**config.mk**
```make
export PLATFORM = sky130hd
export DESIGN_NAME = matvec_stream_ctrl
export DESIGN_NICKNAME = d
export VERILOG_FILES = /design/src/rtl/matvec_stream_ctrl.sv
export SDC_FILE = /design/constraint.sdc
export NUM_CORES = 1
export LEC_CHECK = 0
export CORE_AREA = 3 3 51 62
export DETAILED_ROUTE_END_ITERATION = 10
export DIE_AREA = 0 0 54 65
export DONT_BUFFER_PORTS = 1
export GPL_TIMING_DRIVEN = 1
export SKIP_CTS_REPAIR_TIMING = 1
export SLEW_MARGIN = 10
export SYNTH_ARGS = -nofsm -noshare
export SYNTH_HDL_FRONTEND = slang
export SYNTH_SLANG_ARGS = --single-unit
```
**constraint.sdc**
```tcl
create_clock -name clk -period 1.2 [get_ports clk]
set_input_delay 0.24 -clock clk [delete_from_list [all_inputs] [get_ports clk]]
set_output_delay 0.24 -clock clk [all_outputs]
set_load 0.01 [all_outputs]
```
**src/rtl/matvec_stream_ctrl.sv**
```systemverilog
// -----------------------------------------------------------------------------
// matvec_stream_ctrl
//
// Sequencing controller for a pipelined matrix-vector multiplier
// (y[r] = sum_c k[r][c] * x[c]). The multiplier itself lives outside this
// block. This block:
//   - wraps the multiplier in valid/ready streams, with a per-vector last tag;
//   - freezes the whole pipe (mac_cen low) when the output is back-pressured;
//   - gates mac_cen when nothing is in flight;
//   - owns the weight register and only lets it change once every in-flight
//     vector has left the pipe.
//
// Ports:
//   clk, rst   rising-edge clock, synchronous active-high reset
//   s_valid/s_ready/s_x/s_last
//              input vector stream; element c at s_x[c*W_X +: W_X]
//   k_valid/k_ready/k_in
//              weight reload request; k_ready pulses for one cycle when k_in
//              is captured. k_in is [r][c] packed row-major
//   mac_cen/mac_x/mac_k/mac_y
//              multiplier interface: clock enable, vector, weights and result
//   m_valid/m_ready/m_y/m_last
//              result stream (m_y is mac_y passed straight through)
//   busy       controller not idle, or a vector is still in the pipe
// -----------------------------------------------------------------------------
module matvec_stream_ctrl #(
    parameter int R   = 2,
    parameter int C   = 2,
    parameter int W_X = 3,
    parameter int W_K = 3,
    parameter int LAT = $clog2(C) + 1,
    parameter int W_Y = W_X + W_K + $clog2(C)
) (
    input  logic                 clk,
    input  logic                 rst,

    input  logic                 s_valid,
    output logic                 s_ready,
    input  logic [C*W_X-1:0]     s_x,
    input  logic                 s_last,

    input  logic                 k_valid,
    output logic                 k_ready,
    input  logic [R*C*W_K-1:0]   k_in,

    output logic                 mac_cen,
    output logic [C*W_X-1:0]     mac_x,
    output logic [R*C*W_K-1:0]   mac_k,
    input  logic [R*W_Y-1:0]     mac_y,

    output logic                 m_valid,
    input  logic                 m_ready,
    output logic [R*W_Y-1:0]     m_y,
    output logic                 m_last,

    output logic                 busy
);

    typedef enum logic [1:0] {
        ST_IDLE  = 2'd0,
        ST_RUN   = 2'd1,
        ST_DRAIN = 2'd2,
        ST_LOAD  = 2'd3
    } state_t;

    state_t               state_q, state_d;
    logic [LAT-1:0]       vld_q, vld_d;
    logic [LAT-1:0]       lst_q, lst_d;
    logic [R*C*W_K-1:0]   mac_k_q, mac_k_d;
    logic                 k_ready_q, k_ready_d;
    logic                 busy_q, busy_d;

    logic                 stall;
    logic                 accept;
    logic                 in_flight;
    logic                 accepting_state;

    // -------------------------------------------------------------------------
    // Handshake and clock-enable logic
    // -------------------------------------------------------------------------
    // A result that cannot leave blocks every stage behind it, so the whole
    // pipe stops together; the multiplier then holds mac_y stable for us.
    assign stall           = vld_q[LAT-1] & ~m_ready;
    assign accepting_state = (state_q == ST_IDLE) | (state_q == ST_RUN);

    // A pending reload wins over a new vector in the very cycle it appears, so
    // nothing new enters the pipe once a drain has been requested.
    assign s_ready   = ~stall & accepting_state & ~k_valid;
    assign accept    = s_valid & s_ready;
    assign in_flight = |vld_q;

    // Only clock the multiplier when there is something to move.
    assign mac_cen   = ~stall & (in_flight | accept);

    // -------------------------------------------------------------------------
    // Valid / last shadow of the multiplier stages
    // -------------------------------------------------------------------------
    // Stage 0 captures the handshake of the current cycle. A bubble enters as
    // vld=0; its lst bit is a don't-care since it is never presented as valid.
    assign vld_d[0] = mac_cen ? accept : vld_q[0];
    assign lst_d[0] = mac_cen ? s_last : lst_q[0];

    generate
        for (genvar gi = 1; gi < LAT; gi++) begin : g_stage
            assign vld_d[gi] = mac_cen ? vld_q[gi-1] : vld_q[gi];
            assign lst_d[gi] = mac_cen ? lst_q[gi-1] : lst_q[gi];
        end
    endgenerate

    // -------------------------------------------------------------------------
    // Control FSM next-state
    // -------------------------------------------------------------------------
    always_comb begin
        state_d = state_q;
        mac_k_d = mac_k_q;

        case (state_q)
            ST_IDLE: begin
                // s_ready is low while k_valid is high, so these cannot both
                // apply in one cycle.
                if (k_valid) begin
                    state_d = ST_DRAIN;
                end else if (accept) begin
                    state_d = ST_RUN;
                end
            end

            ST_RUN: begin
                if (k_valid) begin
                    state_d = ST_DRAIN;
                end else if (vld_d == '0) begin
                    // Last vector just left and no new one came in.
                    state_d = ST_IDLE;
                end
            end

            ST_DRAIN: begin
                // Input is closed; the pipe keeps advancing via mac_cen until
                // it is empty. An already-empty pipe still spends one cycle
                // here, which keeps the reload timing uniform.
                if (vld_q == '0) begin
                    state_d = ST_LOAD;
                end
            end

            ST_LOAD: begin
                // Pipe is empty, so no in-flight vector sees the new weights.
                mac_k_d = k_in;
                state_d = ST_IDLE;
            end

            default: begin
                state_d = ST_IDLE;
            end
        endcase

        // Registered status outputs are derived from the next-state values so
        // that they line up with the state they describe.
        k_ready_d = (state_d == ST_LOAD);
        busy_d    = (state_d != ST_IDLE) | (|vld_d);
    end

    // -------------------------------------------------------------------------
    // State registers
    // -------------------------------------------------------------------------
    // Reset drops every in-flight tag, so whatever the multiplier still holds
    // is never reported as valid.
    always_ff @(posedge clk) begin
        if (rst) begin
            state_q   <= ST_IDLE;
            vld_q     <= '0;
            lst_q     <= '0;
            mac_k_q   <= '0;
            k_ready_q <= 1'b0;
            busy_q    <= 1'b0;
        end else begin
            state_q   <= state_d;
            vld_q     <= vld_d;
            lst_q     <= lst_d;
            mac_k_q   <= mac_k_d;
            k_ready_q <= k_ready_d;
            busy_q    <= busy_d;
        end
    end

    // -------------------------------------------------------------------------
    // Outputs
    // -------------------------------------------------------------------------
    assign k_ready = k_ready_q;
    assign busy    = busy_q;

    assign mac_x   = s_x;
    assign mac_k   = mac_k_q;

    assign m_valid = vld_q[LAT-1];
    assign m_last  = lst_q[LAT-1];
    assign m_y     = mac_y;

endmodule

```
Word-level counts from Yosys, hierarchy flattened

Index checks and enable logic that the tools add are counted.

Add/subtract/negate cells: 0
Bitwise logic cells: 11
Div/mod/pow operators: 0
Shifts and indexed selects: 0
Equality and inequality tests: 4
Multiply operators: 0
$lt $le $gt $ge: 0
Muxes and demuxes: 8
Reduce and logical (&&, ||, !) cells: 6

Operator list:

| cell                                                | count |
|---|---|
| 2-to-1 mux 2 bit                                    | 5 |
| one-hot mux 2 bit (4 select lines)                  | 1 |
| equality test 2 bit, second input constant          | 3 |
| zero test 2 bit                                     | 3 |
| AND 1 bit                                           | 5 |
| OR reduction 2 bit                                  | 2 |
| inverter 1 bit                                      | 3 |
| OR 1 bit                                            | 3 |
| equality test 2 x 1 -> 1 bit, second input constant | 1 |
| 2-to-1 mux 1 bit                                    | 2 |
| nonzero test 2 bit                                  | 1 |

Output and inout bits: 38
Bits in read-only memories: 0
Memories: 0
RAM bits: 0
Word-level logic and storage cells: 35
Bits of input ports: 38
Bits in registers: 20
Bits in latches: 0

Logic depth before layout (Yosys ltp)

Depth after elaboration: 15
Gate-level depth with buffers: 4
Depth with buffers taken out: 3

Least setup slack after synthesis

OpenSTA, ideal clock, no wires.

Path type: register to register
Start point: register vld_q[1]
End point: register k_ready_q (netlist: k_ready)
Library setup time: 0.086 ns
Period minus slack after synthesis: 1.053 ns
Buffers on the path: 0
Data arrival time: 0.968 ns
Setup slack: 0.147 ns
Data required time: 1.114 ns
Stages on the path, launching flop included: 4
Path through: dfxtp_1 > nor2b_1 > o311ai_1 > a211oi_1

Longest elaborated chain between the ends: 13
Elaborated cells on any way between the ends: 19
Those cells by class: 1 x eq/ne; 8 x mux; 7 x bitwise; 3 x reduce/logical

RTL lines:

| what                                       | RTL line | RTL |
|---|---|---|
| from (decl)                                | 67       | `logic [LAT-1:0] vld_q, vld_d;` |
| from (signal assigned)                     | 178      | `vld_q <= vld_d;` |
| AND 1 bit                                  | 83       | `assign stall = vld_q[LAT-1] & ~m_ready;` |
| inverter 1 bit                             | 88, 93   |  |
| AND 1 bit (2 in series)                    | 88       | `assign s_ready = ~stall & accepting_state & ~k_valid;` |
| AND 1 bit                                  | 89       | `assign accept = s_valid & s_ready;` |
| OR 1 bit                                   | 93       | `assign mac_cen = ~stall & (in_flight \| accept);` |
| AND 1 bit                                  | 93       |  |
| 2-to-1 mux 1 bit, on equally long branches | 100, 105 |  |
| zero test 2 bit                            | 131      | `end else if (vld_d == '0) begin` |
| 2-to-1 mux 2 bit                           | 131      |  |
| 2-to-1 mux 2 bit                           | 129      | `if (k_valid) begin` |
| one-hot mux 2 bit (4 select lines) (*)     | 117      | `case (state_q)` |
| equality test 2 bit (*)                    | 159      | `k_ready_d = (state_d == ST_LOAD);` |
| to (signal assigned)                       | 181      | `k_ready_q <= k_ready_d;` |
| to (decl)                                  | 70       | `logic k_ready_q, k_ready_d;` |

Every way passes the cells marked *; elsewhere a longest branch is shown, timed or not.
A chain may end at the register's enable or synchronous reset.

Worst setup path after layout

Start point: register state_q[1]
End point: output port mac_cen

Longest elaborated chain between the ends: 7
Elaborated cells on any way between the ends: 8
Those cells by class: 1 x eq/ne; 6 x bitwise; 1 x reduce/logical

RTL lines:

| what                                                            | RTL line | RTL |
|---|---|---|
| from (decl)                                                     | 66       | `state_t state_q, state_d;` |
| from (signal assigned)                                          | 177      | `state_q <= state_d;` |
| equality test 2 x 1 -> 1 bit or zero test 2 bit (tied branches) | 84       | `assign accepting_state = (state_q == ST_IDLE) \| (state_q == ST_RUN);` |
| OR 1 bit (*)                                                    | 84       |  |
| AND 1 bit (*) (2 in series)                                     | 88       |  |
| AND 1 bit (*)                                                   | 89       |  |
| OR 1 bit (*)                                                    | 93       |  |
| AND 1 bit (*)                                                   | 93       |  |
| to (decl)                                                       | 46       | `output logic mac_cen,` |

Marks and branches as above.

==> impl_metrics.toml <==
[routing]
num_vias = 621
ant_nets = 0
drt-pass1-iter-count = 3
first_iter_violations = 11
wl_per_cell_um = 14.3
wirelength_um = 1790
drc = 0
drt-vias-per-instance = 4.97

[placement]
place_congestion = 0.621
dp_cells = 119
placed_area_um2 = 791
port_buffers = 0

[clock_tree]
clkLatencyLatePin_ps = 290
cts-root-buf = "clkbuf_4"
clockBufferDepth = 2
cts.sinks = 20
cts_tree = "done"
clkSlewWorstSetupHoldPaths_ps = 100
numCtsBuffers = 3
htreeDepth = 1

[synthesis]
yosysTopAreaCell = "dfxtp_1"
synth-seq-area-share_pct = 44.6
synth_area_um2 = 898
yosysWarnings = 0
syn_inst = 107
postSynthAreaPerCell_um2 = 8.40
netlist_top_cells_area = "dfxtp_1 45%, buf_4 18%, nand2_1 11%"
ys_seq_elements = 20
yosysTopAreaCellShare_pct = 44.6
synth_nets = 145
netlist-cell-type-count = 21

[final_layout]
synthToLayoutAreaGrowth_pct = -1.25
utilization_pct = 34.4
postLayoutCellArea_um2 = 887
stdcell_count = 125
final_common_cell = "nand2_1"
antenna_cells = 0
fillers = 273
num-nets-final = 131
layout_common_cells = "25 x nand2_1, 18 x dfxtp_1, 14 x a21oi_1, 4 x nand2b_1, 4 x buf_4"
drive_gt1_share_pct = 18.5

[floorplan]
rows = 20
die_w_um = 54
die_area_um2 = 3510
core_region_area_um2 = 2580
start_util_pct = 34.9
die_h_um = 65
ioPinCount = 76

[timing]
final_max_slew_viol_count = 0
max_freq_mhz = 733
skew_ps = 2.59
min_period_ps = 1360
period_share_pct = 114
grt_setup_unrepaired = "true"
worst_pin_slew_ps = 648
worst_slack_ps = -165
hold_viol = 0
relSlewSlack_pct = 56.7
whs_ps = 76.1
setup_tns_ps = -238
setup_viol = 2

[pwr]
power_density_nw_per_um2 = 1360
leakagePower_nw = 0.295
vdd_drop_max_v = 0.000579

[setup_path]
crit_fanout = 4
path_class = "flip-flop to output port"
end_kind = "output port"
crit_arrival_ps = 1120
crit_path_start_kind = "flip-flop"
cp_data_required_time_ps = 960
rrSetupSlack_ps = 80

[global_routing]
grt_start_max_net_pins = 22
antenna_found_initial = 0
first_global_vias = 599
grt_pass1_wl_um = 2620
grt-ovfl-total = 0
gr-usage-all-layers_pct = 10.2

[run]
max_cap_viol_count = 0

[run_status]
status = "finished with violations"
violations = "setup timing"

[hold_path]
hold_path_class = "input port to flip-flop"
[state kept, by name, indices dropped and copies added, names as in the netlist]
name     cells
mac_k       12
lst_q        2
state_q      2
vld_q        2
busy         1
k_ready      1
[synth_stat cells (all sizes together)]
cell type / number
nor3: 1
nor2b: 1
nand3: 1
a41oi: 1
a31oi: 1
nor2: 4
buf: 23
clkbuf: 1
nor4b: 1
and2: 1
nand2: 26
nand2b: 4
o311ai: 1
nor3b: 1
inv: 1
mux2i: 3
a21oi: 14
a211oi: 1
dfxtp: 20
o31a: 1
[worst max-delay path, cell delays in order, from the launching register on]
cell and delay [ps]:
dfxtp_4 380, nor3b_2 170, o31a_1 290
[through the flow]
step | setup slack [ps] | total power [mW]
after floorplan | 147 | 0.884
after global placement | 113 | 0.828
after detailed placement | 64.0 | 0.833
after CTS | -267 | 1.21
after global routing | -235 | 1.29
final | -165 | 1.21
[kinds of logic after synthesis]
family / after synthesis / synth area share, %
buffers and inverters: 25 / 19.5
AOI/OAI and AO/OA: 19 / 12.3
DFF: 20 / 44.6
and+or+nand+nor: 40 / 20.3
muxes: 3 / 3.34
[where the power goes]
part	total [mW]	internal [mW]	switching, mW	leakage, nW
Clock	0.369	0.185	0.184	0.0210
Sequential	0.726	0.692	0.0339	0.164
Combinational	0.116	0.0537	0.0622	0.110
[per-layer routing]
metal  vias to the layer above  part of all wire [%]  GRT usage [%]
li1                        303                     -              -
met5                         -                     0              0
met3                         6                    12           3.68
met2                        31                    49           17.7
met1                       281                    37           10.0
met4                         0                   1.0           5.61
[worst paths after layout]
kind / start / endpoint / cells after the start
min reg2reg: lst_q[0]$_SDFFE_PP0N_ / lst_q[1]$_SDFFE_PP0N_ / 2
min: k_in[2] / mac_k[2]$_SDFFE_PP0N_ / 2
max reg2reg: state_q[1]$_SDFF_PP0_ / mac_k[4]$_SDFFE_PP0N_ / 5
max: state_q[1]$_SDFF_PP0_ / mac_cen / 2
[final cells by class]
type                            count  area [um2]  share of cell area (%)
Sequential cell                    20         408                    46.0
Clock buffer                        4        36.3                    4.09
Inverter                            1        3.75                   0.423
Multi-Input combinational cell     62         358                    40.3
Timing Repair Buffer                5        40.0                    4.51
Tap cell                           33        41.3                    4.65
(Power assumes the default switching activity.)
